`src/rtl/video_dram_arb.sv`:
```
// video_dram_arb: per-slot DRAM arbiter for video, tilemap, TS renderer and Z80.
// Requests are sampled on the c3 slot strobe. The winner owns the next 4-clock
// slot: *_pre_next pulses the cycle after the decision, and *_next pulses on
// the c3 that ends the slot, which is also the cycle the next owner is chosen.
// Ports:
//   clk, res_n (async active-low), c3 (slot strobe)
//   video_go/video_addr, tm_req/tm_addr, ts_req/ts_addr, cpu_req/cpu_addr
//   ts_z80_lp      : 1 = cpu ranks below ts, 0 = cpu ranks above ts
//   dram_req/dram_addr : slot active flag and granted address (registered)
//   *_pre_next     : grant-accepted pulse (registered)
//   *_next         : data-valid pulse, decoded from slot owner and c3
//   owner          : 0 idle, 1 video, 2 tm, 3 ts, 4 cpu
// Optional feature: define VIDEO_TS_STARVE_GUARD_EN to let ts win over tm/cpu
// after 7 consecutive lost decisions.
module video_dram_arb #(
  localparam int unsigned AW = 21
) (
  input  logic          clk,
  input  logic          res_n,
  input  logic          c3,
  input  logic          video_go,
  input  logic [AW-1:0] video_addr,
  input  logic          tm_req,
  input  logic [AW-1:0] tm_addr,
  input  logic          ts_req,
  input  logic [AW-1:0] ts_addr,
  input  logic          cpu_req,
  input  logic [AW-1:0] cpu_addr,
  input  logic          ts_z80_lp,
  output logic          dram_req,
  output logic [AW-1:0] dram_addr,
  output logic          video_pre_next,
  output logic          tm_pre_next,
  output logic          ts_pre_next,
  output logic          cpu_pre_next,
  output logic          video_next,
  output logic          tm_next,
  output logic          ts_next,
  output logic          cpu_next,
  output logic [2:0]    owner
);

  typedef enum logic [2:0] {
    IDLE = 3'd0,
    VID  = 3'd1,
    TM   = 3'd2,
    TS   = 3'd3,
    CPU  = 3'd4
  } state_t;

  state_t        state_q, state_d;
  logic          req_d;
  logic [AW-1:0] addr_d;
  logic [3:0]    pre_d;  // {video, tm, ts, cpu}

`ifdef VIDEO_TS_STARVE_GUARD_EN
  logic [2:0] starve_q, starve_d;
`endif

  // State, address and grant-pulse registers
  always_ff @(posedge clk or negedge res_n) begin
    if (!res_n) begin
      state_q   <= IDLE;
      dram_req  <= 1'b0;
      dram_addr <= '0;
      {video_pre_next, tm_pre_next, ts_pre_next, cpu_pre_next} <= 4'b0000;
`ifdef VIDEO_TS_STARVE_GUARD_EN
      starve_q  <= 3'd0;
`endif
    end else begin
      state_q   <= state_d;
      dram_req  <= req_d;
      dram_addr <= addr_d;
      {video_pre_next, tm_pre_next, ts_pre_next, cpu_pre_next} <= pre_d;
`ifdef VIDEO_TS_STARVE_GUARD_EN
      starve_q  <= starve_d;
`endif
    end
  end

  // Slot decision: everything holds between strobes, re-arbitrates on c3
  always_comb begin
    state_d = state_q;
    req_d   = dram_req;
    addr_d  = dram_addr;
    pre_d   = 4'b0000;
`ifdef VIDEO_TS_STARVE_GUARD_EN
    starve_d = starve_q;
`endif
    if (c3) begin
      state_d = IDLE;
      addr_d  = '0;
      if (video_go) begin
        state_d = VID;
        addr_d  = video_addr;
`ifdef VIDEO_TS_STARVE_GUARD_EN
      end else if (ts_req && (starve_q == 3'd7)) begin
        state_d = TS;
        addr_d  = ts_addr;
`endif
      end else if (tm_req) begin
        state_d = TM;
        addr_d  = tm_addr;
      end else if (cpu_req && !ts_z80_lp) begin
        state_d = CPU;
        addr_d  = cpu_addr;
      end else if (ts_req) begin
        state_d = TS;
        addr_d  = ts_addr;
      end else if (cpu_req) begin
        state_d = CPU;
        addr_d  = cpu_addr;
      end
      req_d = (state_d != IDLE);
      case (state_d)
        VID:     pre_d = 4'b1000;
        TM:      pre_d = 4'b0100;
        TS:      pre_d = 4'b0010;
        CPU:     pre_d = 4'b0001;
        default: pre_d = 4'b0000;
      endcase
`ifdef VIDEO_TS_STARVE_GUARD_EN
      // Count consecutive decisions where ts asked and lost; saturate at 7
      if (!ts_req || (state_d == TS)) begin
        starve_d = 3'd0;
      end else if (starve_q != 3'd7) begin
        starve_d = starve_q + 3'd1;
      end
`endif
    end
  end

  // Data-valid lands on the strobe that closes the owned slot; reset clears
  // the owner immediately so an abandoned slot never signals completion.
  assign video_next = c3 && (state_q == VID);
  assign tm_next    = c3 && (state_q == TM);
  assign ts_next    = c3 && (state_q == TS);
  assign cpu_next   = c3 && (state_q == CPU);

  assign owner = 3'(state_q);

endmodule

```
`config.mk`:
```
export PLATFORM = sky130hd
export DESIGN_NAME = video_dram_arb
export DESIGN_NICKNAME = d
export VERILOG_FILES = /design/src/rtl/video_dram_arb.sv
export SDC_FILE = /design/constraint.sdc
export NUM_CORES = 1
export LEC_CHECK = 0
export BUFFER_PORTS_ARGS = -buffer_cell sky130_fd_sc_hd__buf_2
export CORE_MARGIN = 8
export CORE_UTILIZATION = 38
export CTS_BUF_LIST = sky130_fd_sc_hd__clkbuf_8 sky130_fd_sc_hd__clkbuf_16
export DETAILED_ROUTE_END_ITERATION = 16
export PLACE_DENSITY = 0.75
export SYNTH_ARGS = -nofsm -noshare
export SYNTH_HDL_FRONTEND = slang
export SYNTH_SLANG_ARGS = --single-unit
```
`constraint.sdc`:
```
create_clock -name clk -period 0.8 [get_ports clk]
set_input_delay 0.12 -clock clk [delete_from_list [all_inputs] [get_ports clk]]
set_output_delay 0.12 -clock clk [all_outputs]
set_load 0.005 [all_outputs]
```
# Yosys cells after proc, flatten, opt, wreduce, memory -nomap -nowiden
# Index checks and enable logic that the tools add are counted.
# totals
reg_bits,29
output_inout_bits,33
word_cells,35
# op_classes
reduce_logical,7
eq_ne,8
muxes,13
# ops
operator,n
$mux W21,5
$mux W3,6
$pmux W4 S4,1
$eq A3 B2 Y1 const B,4
$eq A3 B1 Y1 const B,2
$eq A3 B3 Y1 const B,2
$logic_and A1 B1 Y1,5
$mux W4,1
$reduce_bool A3 Y1,1
$logic_not A1 Y1,1

# Logic depth before layout (Yosys ltp)
# depth
depth_word,9
mapped_depth,5
depth_no_buf,3

# Least setup slack after synthesis
# No wires, ideal clock.
# synth_timing
kind,input port to flip-flop
start,in video_go
end,reg dram_addr[10]
setup_ns,0.084
t_arrival_ns,0.841
setup_slack_ns,-0.125
required_ns,0.716
stages,5
path_cell_list,buf_6 nor2_4 buf_2 nand4_1 a41oi_2
# synth_via
elab_chain_len,1
# synth_rtl
item,line_no,text
start: declaration,21,"input logic video_go,"
$mux W21,93,if (video_go) begin
end signal: assignment,73,dram_addr <= addr_d;
end: declaration,31,"output logic [AW-1:0] dram_addr,"
# Every way passes these cells.
# A chain may end at the register's enable or synchronous reset.

# Final worst setup path
# layout_timing
start,"reg state_q[0], in the netlist owner[0]"
end,out tm_next
# layout_via
elab_chain_len,2
# layout_rtl
item,line_no,text
start: declaration,51,"state_t state_q, state_d;"
start signal: assignment,71,state_q <= state_d;
$eq A3 B2 Y1,136,assign tm_next = c3 && (state_q == TM);
$logic_and A1 B1 Y1,136,
end: declaration,37,"output logic tm_next,"
# Every way passes these cells.

==> run_results.csv <==
group,metric,value,unit
status,status,"finished with violations",
status,violations,"negative setup slack",
timing,fin_crit,1.28,ns
layout,nets,418,
drt,wl_per_cell,20.0,microns
timing,worst_hold_slack,0.110,ns
worst_setup_path,worst_path_largest_cell_delay,0.45,ns
drt,viasPerCell,5.81,
worst_hold_path,hold_depth,3,
layout,synthToLayoutAreaGrowth,62.6,%
synth,synth_top_area_share,39.7,%
floorplan,die_area,0.00729,sq mm
drt,drt_wl_total,7.62,mm
drt,drt_iter0_drc,176,
worst_setup_path,cp.depth,2,
synth,syn_nets,275,
timing,setup_ws,-0.477,ns
worst_setup_path,cp.arrival,1.16,ns
placement,io_buffer_count,124,
global_routing,grt_pass1_vias,2307,
worst_setup_path,cp_max_fo,5,
layout,fin_util,63.4,%
power,leakage,0.00132,uW
placement,dp_hpwl,5.32,mm
timing,rsz0062_at_grt,"yes",
floorplan,ioPinCount,125,
timing,max-slew-margin-rel,80.0,%
timing,period_share,160,%
clocking,cts.sinks,29,
drt,drt_pass1_iterations,4,
drt,routed.top_layer,"met4",
timing,max_slew.worst_pin.slew,0.299,ns
floorplan,start_util,39.0,%
synth,yosys_warnings,0,
layout,fillCellCount,402,
floorplan,die_w,85.4,microns
power,ir_drop,0.886,mV
clocking,clkLatencyLatePin,0.28,ns
floorplan,dieHeight,85.4,microns
worst_hold_path,hold_class,"input pin to flip-flop",
synth,ys_ff_latch,29,
worst_setup_path,cp-end-kind,"primary output",
global_routing,grt_pass1_wl,11.2,mm
worst_setup_path,crit_type,"flip-flop to primary output",
drt,m1WireLength,2.88,mm
worst_setup_path,cp_top_family,"flip-flops",
worst_setup_path,worstRegToRegCells,3,
clocking,cts_buffers,5,
synth,ys_types,26,
floorplan,rows,25,
timing,setup-violations-final,36,
power,power.density,1420,mW/mm^2
worst_setup_path,critPathLaunchType,"flip-flop",
drt,drc_errors,0,
synth,synthesis.area,0.00183,sq mm
drt,wl_met3,510,microns
timing,clock.fmax,783,MHz
clocking,clockBufferDepth,2,
worst_setup_path,crit_chain,"nor4b_4, buf_2",
global_routing,grt_use_total,19.1,%
synth,synth_cells,183,
global_routing,grt_antenna_before_repair,0,
global_routing,overflow,0,
worst_setup_path,required,0.68,ns
worst_setup_path,crit_buf_inv,1,
synth,synth_area_per_cell,10.0,sq um
timing,fin_skew,0,ns
timing,slew_violations,0,
clocking,cts_tree,"done",
synth,synthTopCellsByArea,"dfrtp_1 (40%), a41oi_2 (16%), nand4_1 (14%)",
placement,place.gp.congestion,0.839,
drt,route.met2.wl,4.10,mm
global_routing,grt_max_degree,30,
layout,diodes,0,
run,cap_viol_max_count,0,
clocking,clk_pin_slew,0.06,ns
synth,ys_seq_area_share,39.7,%
layout,drive_above_1_share,61.3,%
synth,yosys.area.top_type,"dfrtp_1",
timing,hold_viol,0,
clocking,htree_levels,2,
drt,vias,2208,
clocking,cts-root-buf,"clkbuf_8",
floorplan,core-area,0.00469,sq mm
worst_setup_path,cp_slowest_cell,"dfrtp_2",
drt,final_antenna_net_count,0,
final cells by class:
class,count,area (sq um),share of cell area (%)
Sequential cell,29,729,24.5
Timing Repair Buffer,160,1050,35.2
Clock inverter,1,3.75,0.126
Inverter,2,7.51,0.252
Tap cell,54,67.6,2.27
Multi-Input combinational cell,128,1040,34.8
Clock buffer,6,82.6,2.78
worst reg2reg max path: stages, from the launching register on:
cell and delay, ns:
dfrtp_2 0.45, buf_6 0.14, buf_6 0.10, a21o_1 0.16
layout by cell type (no fill, tap or decap), types with 5 or more instances in the layout:
cell | netlist | final
buf_2 | 14 | 121
nand4_1 | 42 | 42
dfrtp_1 | 29 | 26
buf_4 | 4 | 24
nor2_1 | 25 | 21
a22oi_1 | 21 | 20
a41oi_2 | 18 | 19
clkbuf_8 | 0 | 6
buf_12 | 0 | 6
buf_6 | 1 | 5
cell usage after synthesis (all sizes together):
| master | number |
|---|---|
| nand4 | 42 |
| dfrtp | 29 |
| nor2 | 26 |
| a22oi | 21 |
| a41oi | 21 |
| buf | 19 |
| clkbuf | 5 |
| nor4b | 3 |
| a21oi | 2 |
| a31oi | 2 |
| inv | 2 |
| nand2 | 2 |
| a21o | 1 |
| and2 | 1 |
| and4 | 1 |
| and4b | 1 |
| nand2b | 1 |
| nand3 | 1 |
| nor2b | 1 |
| nor3 | 1 |
| o31ai | 1 |
report_power, final:
group	switching, uW	leakage [uW]	internal [uW]	total, uW
registers	93.1	0.000337	1610	1710
logic	605	0.000938	685	1290
clock network	558	0.0000485	669	1230
worst paths after layout:
path	start	end	slack, ns
setup / recovery	owner[0]	tm_next	-0.48
hold / removal	tm_req	tm_pre_next	0.11
setup reg to reg	owner[2]	owner[2]	-0.16
hold reg to reg	dram_req	dram_req	0.55
max in group asynchronous	res_n	owner[0]	0.29
min in group asynchronous	res_n	dram_addr[18]	0.31
what timing repair did:
action                                  4_1_cts  5_1_grt
hold buffers                                  1        0
gates cloned                                  0        3
hold endpoints to repair                     29        0
pin swaps                                     1        3
setup buffers                                 5        5
endpoints found under the setup margin       35       44
gates resized for setup                       6       18
routing by layer:
layer / up-vias / track usage (%)
li1: 1028 / -
met1: 1077 / 20.8
met2: 93 / 34.2
met3: 10 / 5.60
met4: 0 / 7.01
met5: - / 0
cells by family after synthesis:
logic type / synth area share, %
simple gates: 24.7
buf+inv: 7.52
flops: 39.7
compound gates: 28.1
registers in the layout (all words and copies together) (netlist names):
| register | count |
|---|---|
| dram_addr | 21 |
| owner | 3 |
| cpu_pre_next | 1 |
| dram_req | 1 |
| tm_pre_next | 1 |
| ts_pre_next | 1 |
| video_pre_next | 1 |
through the flow:
step | std cells | area, sq um | worst slack (ns) | setup TNS [ns] | power, uW
after floorplan | 183 | 1870 | -0.125 | -2.56 | 2240
after CTS | 372 | 2780 | -0.447 | -5.55 | 4120
after global routing | 380 | 2970 | -0.556 | -6.78 | 4430
after global placement | 359 | 2630 | -0.257 | -5.88 | 2810
after detailed placement | 359 | 2630 | -0.303 | -6.55 | 2840
final | 380 | 2970 | -0.477 | -5.66 | 4220
No activity file was read; power rests on OpenSTA's default activity.
